`src/rtl/mux_nx1_arb_if.sv`:
```
// Handshake bundle for the N:1 registered mux/arbiter.
// Producers drive the input side; the consumer drives out_ready.
interface mux_nx1_arb_if #(
    parameter int N     = 4,
    parameter int WIDTH = 32
);
    localparam int SEL_W = (N > 1) ? $clog2(N) : 1;

    logic                 mode;
    logic [SEL_W-1:0]     sel;
    logic [N*WIDTH-1:0]   in_data;
    logic [N-1:0]         in_valid;
    logic [N-1:0]         in_ready;
    logic [WIDTH-1:0]     out_data;
    logic                 out_valid;
    logic                 out_ready;
    logic [SEL_W-1:0]     out_src;

    modport slave (
        input  mode, sel, in_data, in_valid, out_ready,
        output in_ready, out_data, out_valid, out_src
    );

    modport master (
        output mode, sel, in_data, in_valid, out_ready,
        input  in_ready, out_data, out_valid, out_src
    );
endinterface

```
`src/rtl/mux_nx1_arb.sv`:
```
// N-input WIDTH-bit mux with one registered output stage.
// Explicit select (mode=0) or round-robin arbitration (mode=1).
module mux_nx1_arb #(
    parameter int N     = 4,
    parameter int WIDTH = 32
) (
    input logic            clk,
    input logic            reset,
    mux_nx1_arb_if.slave   bus
);
    localparam int SEL_W = (N > 1) ? $clog2(N) : 1;

    logic [WIDTH-1:0] out_data_q, out_data_d;
    logic             out_valid_q, out_valid_d;
    logic [SEL_W-1:0] out_src_q, out_src_d;
    logic [SEL_W-1:0] last_q, last_d;

    logic             load_en;
    logic             grant_vld;
    logic [SEL_W-1:0] grant_idx;
    logic             xfer;

    assign load_en = !out_valid_q || bus.out_ready;

    always_comb begin
        int idx;
        grant_vld = 1'b0;
        grant_idx = '0;
        idx       = 0;
        if (!bus.mode) begin
            if (int'(bus.sel) < N && bus.in_valid[bus.sel]) begin
                grant_vld = 1'b1;
                grant_idx = bus.sel;
            end
        end else begin
            // Search starts one past the last winner so nobody is skipped.
            for (int k = 1; k <= N; k++) begin
                idx = (int'(last_q) + k) % N;
                if (!grant_vld && bus.in_valid[SEL_W'(idx)]) begin
                    grant_vld = 1'b1;
                    grant_idx = SEL_W'(idx);
                end
            end
        end
    end

    assign xfer = load_en && grant_vld && !reset;

    always_comb begin
        bus.in_ready = '0;
        if (xfer) begin
            bus.in_ready[grant_idx] = 1'b1;
        end
    end

    always_comb begin
        out_data_d  = out_data_q;
        out_valid_d = out_valid_q;
        out_src_d   = out_src_q;
        last_d      = last_q;
        if (xfer) begin
            out_data_d  = bus.in_data[int'(grant_idx)*WIDTH +: WIDTH];
            out_src_d   = grant_idx;
            out_valid_d = 1'b1;
            if (bus.mode) begin
                last_d = grant_idx;
            end
        end else if (load_en) begin
            out_valid_d = 1'b0;
        end
    end

    always_ff @(posedge clk) begin
        if (reset) begin
            out_data_q  <= '0;
            out_valid_q <= 1'b0;
            out_src_q   <= '0;
            last_q      <= SEL_W'(N - 1);
        end else begin
            out_data_q  <= out_data_d;
            out_valid_q <= out_valid_d;
            out_src_q   <= out_src_d;
            last_q      <= last_d;
        end
    end

    assign bus.out_data  = out_data_q;
    assign bus.out_valid = out_valid_q;
    assign bus.out_src   = out_src_q;
endmodule

```
`src/flat_wrapper.sv`:
```
// flat-port wrapper written by rule: the top's interface ports become plain ports
module mux_nx1_arb_flat 
#(
    parameter int N     = 4,
    parameter int WIDTH = 32
)
  (clk, reset, bus_mode, bus_sel, bus_in_data, bus_in_valid, bus_out_ready, bus_in_ready, bus_out_data, bus_out_valid, bus_out_src);
  mux_nx1_arb_if #(.N(N), .WIDTH(WIDTH)) bus_i ();
  input logic clk;
  input logic reset;
  input wire logic [$bits(bus_i.mode)-1:0] bus_mode;
  input wire logic [$bits(bus_i.sel)-1:0] bus_sel;
  input wire logic [$bits(bus_i.in_data)-1:0] bus_in_data;
  input wire logic [$bits(bus_i.in_valid)-1:0] bus_in_valid;
  input wire logic [$bits(bus_i.out_ready)-1:0] bus_out_ready;
  output wire logic [$bits(bus_i.in_ready)-1:0] bus_in_ready;
  output wire logic [$bits(bus_i.out_data)-1:0] bus_out_data;
  output wire logic [$bits(bus_i.out_valid)-1:0] bus_out_valid;
  output wire logic [$bits(bus_i.out_src)-1:0] bus_out_src;
  assign bus_i.mode = bus_mode;
  assign bus_i.sel = bus_sel;
  assign bus_i.in_data = bus_in_data;
  assign bus_i.in_valid = bus_in_valid;
  assign bus_i.out_ready = bus_out_ready;
  assign bus_in_ready = bus_i.in_ready;
  assign bus_out_data = bus_i.out_data;
  assign bus_out_valid = bus_i.out_valid;
  assign bus_out_src = bus_i.out_src;
  mux_nx1_arb #(.N(N), .WIDTH(WIDTH)) u_core (.clk(clk), .reset(reset), .bus(bus_i));
endmodule
```
`config.mk`:
```
export PLATFORM = sky130hd
export DESIGN_NAME = mux_nx1_arb_flat
export DESIGN_NICKNAME = d
export VERILOG_FILES = /design/src/rtl/mux_nx1_arb_if.sv /design/src/rtl/mux_nx1_arb.sv /design/src/flat_wrapper.sv
export SDC_FILE = /design/constraint.sdc
export NUM_CORES = 1
export LEC_CHECK = 0
export BUFFER_PORTS_ARGS = -buffer_cell sky130_fd_sc_hd__buf_2
export CAP_MARGIN = 20
export CORE_MARGIN = 1
export CORE_UTILIZATION = 30
export DETAILED_ROUTE_END_ITERATION = 7
export SLEW_MARGIN = 20
export SYNTH_ARGS = -nofsm -noshare
export SYNTH_HDL_FRONTEND = slang
export SYNTH_SLANG_ARGS = --single-unit
```
`constraint.sdc`:
```
create_clock -name clk -period 2.05 [get_ports clk]
set_clock_uncertainty 0.05 [all_clocks]
set_input_delay 0.205 -clock clk [delete_from_list [all_inputs] [get_ports clk]]
set_output_delay 0.205 -clock clk [all_outputs]
set_load 0.02 [all_outputs]
```
==> qor.csv <==
stage;metric;value;unit
run_status;status;finished, violations left;
run_status;failing checks;negative setup slack;
yosys;synth warn;0;
run;maxcap violations;0;
sta;Final Max Tran Viols;0;
setup_path;Worst Setup SP;u_core.last_q[0];
clocking;clk buf depth;2;
setup_path;Req. time, crit path;1.79;ns
placed_design;Post-DP HPWL;7305;um
setup_path;crit path launch type;register;
grt;vias in the first global route;3347;
floorplan;# rows;35;
grt;Total Routing Usage GR;0.2008;
floorplan;Die Height;99.17;um
finish;Nets;689;
route;antenna-violating nets left;0;
route;wire per inst;15.38;um
sta;Finish-stage setup viols;3;
setup_path;worst setup path end;bus_in_ready[0];
finish;Post-Layout Cell Count;663;
sta;minimum clock period;2.067;ns
yosys;commonest cells in the netlist;130 x nand2_1, 64 x o22ai_1, 37 x dfxtp_1, 34 x nor3b_1, 32 x a221o_1;
finish;final instance area;4086;sq um
finish;fin util;0.4444;
yosys;top-area cell type share of the netlist area;0.2615;
clocking;H-tree depth;2;
setup_path;Arrival @ worst endpoint;1.81;ns
setup_path;Register-to-Register Path Depth;8;
yosys;Synth area leader;dfxtp_1;
placed_design;GPL Wtd Cong;0.8379;
clocking;clock insertion delay at the later pin of the skew report;0.29;ns
sta;fmax;483.7;MHz
yosys;number of synthesized flops with an enable pin;0;
yosys;top cells by area, synth;dfxtp_1 26%, nand2_1 17%, o22ai_1 14%, a221o_1 11%, nor3b_1 9.0%;
route;Pre-Repair DR Iteration Count;5;
pwr;PD cells;636.0;nW/um^2
setup_path;CP Max Fanout;5;
yosys;Syn Nets;523;
clocking;total CTS buffers;5;
sta;Final WS setup;-0.01735;ns
setup_path;max incr delay on CP;0.36;ns
yosys;post-synthesis register bit count;37;
yosys;Cell Area, Synth;2833;sq um
pwr;leakage power;2.037;nW
yosys;Post-Syn Instances;385;
grt;GRT overflow;0;
floorplan;Die Wd;99.17;um
setup_path;critical-path cell list;and2b_1 > o2bb2ai_2 > o221ai_2 > nand2_4 > nor3_1 > buf_2;
setup_path;CP max-delay cell;dfxtp_2;
setup_path;CP endpoint kind;output port;
placed_design;dpl cells;652;
route;Routed Wire Length;10200;um
yosys;Unique masters post-synth;37;
finish;share of layout cells above drive strength 1;0.4185;
setup_path;RR Endpoint;u_core.bus.out_data[29];
yosys;Top FF cell, synth;dfxtp_1;
sta;TNS Setup;-0.04054;ns
floorplan;Initial Util;0.3080;
route;Via-to-Cell Ratio;5.377;
clocking;TritonCTS clock tree;yes;
yosys;synthesized area per cell;7.358;sq um
clocking;clock sink count;37;
yosys;post-synthesis sequential area ratio;0.2615;
finish;Area growth, synth to finish;44.26;%
sta;RSZ-0062 raised after global routing;yes;
grt;initial antenna violation count;0;
yosys;count leader, synth;nand2_1;
sta;actual slew at the worst max-slew pin;0.4120;ns
route;DRC Markers;0;
setup_path;Reg2Reg Setup Slack;0.09;ns
finish;Ant. Diodes;0;
clocking;clk slew on worst S/H paths;0.08;ns
grt;largest net degree at the start of global routing;66;
sta;relative slew slack;0.7244;
placed_design;Post-Place Worst Slack;0.001126;ns
sta;final hold vios;0;
route;vias post-DR;3565;
sta;fin crit share;1.008;
placed_design;area post-placement;3879;sq um
floorplan;I/O pin count;177;
yosys;share of flip-flops with an asynchronous set or reset;0;
setup_path;Setup CP Type;register to output port;
placed_design;PortBufs;176;
pwr;Max VDD drop;0.3616;mV
setup_path;Reg-to-Reg Start;u_core.last_q[0];
min_path;min-delay worst type;input port to register;
finish;sequential cell area;742.0;sq um
floorplan;die area;9835;sq um
route;initial drt markers;121;
floorplan;Placeable Area;9196;sq um
finish;Multi-input gate area;1888;sq um
finish;Fillers;1001;
grt;first-pass GRT wire length;15990;um
clocking;root buf cell;clkbuf_8;
==> cell type report <==
class | instances | area share
inverter | 1 | 0.0009186
clock buffer | 7 | 0.02113
timing repair buffer | 203 | 0.2930
sequential | 37 | 0.1816
tap | 111 | 0.03399
multi-input combinational | 303 | 0.4620
clock inverter | 1 | 0.007348
==> layout by cell type (no fill, tap or decap), types with 3 or more instances in the layout <==
master	count
buf_12	7
o22ai_1	64
buf_4	20
buf_2	174
nand2_1	129
a221o_1	32
nor3_1	3
nor2_1	5
dfxtp_1	36
clkbuf_8	6
and2b_1	3
nor3b_1	34
==> how the worst min path moves through the flow <==
stage                     depth (start not counted)  slack, ns                   from                     to
after floorplan                                   2       0.44               bus_mode       u_core.last_q[0]
after global placement                            2       0.43  u_core.bus.out_src[0]  u_core.bus.out_src[0]
after detailed placement                          2       0.43  u_core.bus.out_src[0]  u_core.bus.out_src[0]
after CTS                                         2       0.23               bus_mode       u_core.last_q[0]
after global routing                              2       0.25               bus_mode       u_core.last_q[0]
final                                             2       0.24               bus_mode       u_core.last_q[0]
==> power breakdown <==
part / internal (W) / switching, W / leakage [nW]
sequential: 0.000817 / 0.0000464 / 0.305
combinational: 0.000482 / 0.000587 / 1.67
clock: 0.000397 / 0.000270 / 0.0585
==> flip-flops by register name, summed over array words and instances, names as in the netlist <==
signal and count:
u_core.bus.out_data 32, u_core.bus.out_src 2, u_core.last_q 2, u_core.bus.out_valid 1
==> layer usage <==
layer	part of all wire	track usage	wire length, um
met3	0.060	0.03233	610
met2	0.48	0.3523	4922
met4	0.0097	0.04299	99
met1	0.45	0.2601	4566
met5	0	0	0
==> through the flow <==
step,total power (W),hold WS [ns]
2_1_floorplan,0.001529,0.4377
3_3_place_gp,0.001907,0.4292
3_5_place_dp,0.001922,0.4303
4_1_cts,0.002608,0.2270
5_1_grt,0.002756,0.2481
6_report,0.002599,0.2382
==> kinds of logic (layout without fill, tap and decap cells) <==
logic type / Yosys count / count (layout) / synth area share
flops: 37 / 37 / 0.2615
buf+inv: 45 / 212 / 0.09629
compound gates: 114 / 114 / 0.3207
simple gates: 187 / 187 / 0.3145
mux: 2 / 2 / 0.007067
==> worst max-delay path, delay by kind of cell (launching register included) <==
kind	cells	cell delay (ns)
AND/OR/NAND/NOR	3	0.51
AO/OA/AOI/OAI	2	0.47
flip-flops	1	0.36
buffers and inverters	1	0.18
==> repair_timing <==
item | in CTS | in global routing
hold buffers | 0 | 0
pin swaps | 4 | 3
setup endpoints to repair | 4 | 19
buffers inserted | 2 | 0
cloned | 0 | 1
gates resized for setup | 11 | 3
No activity file was read; power rests on OpenSTA's default activity.
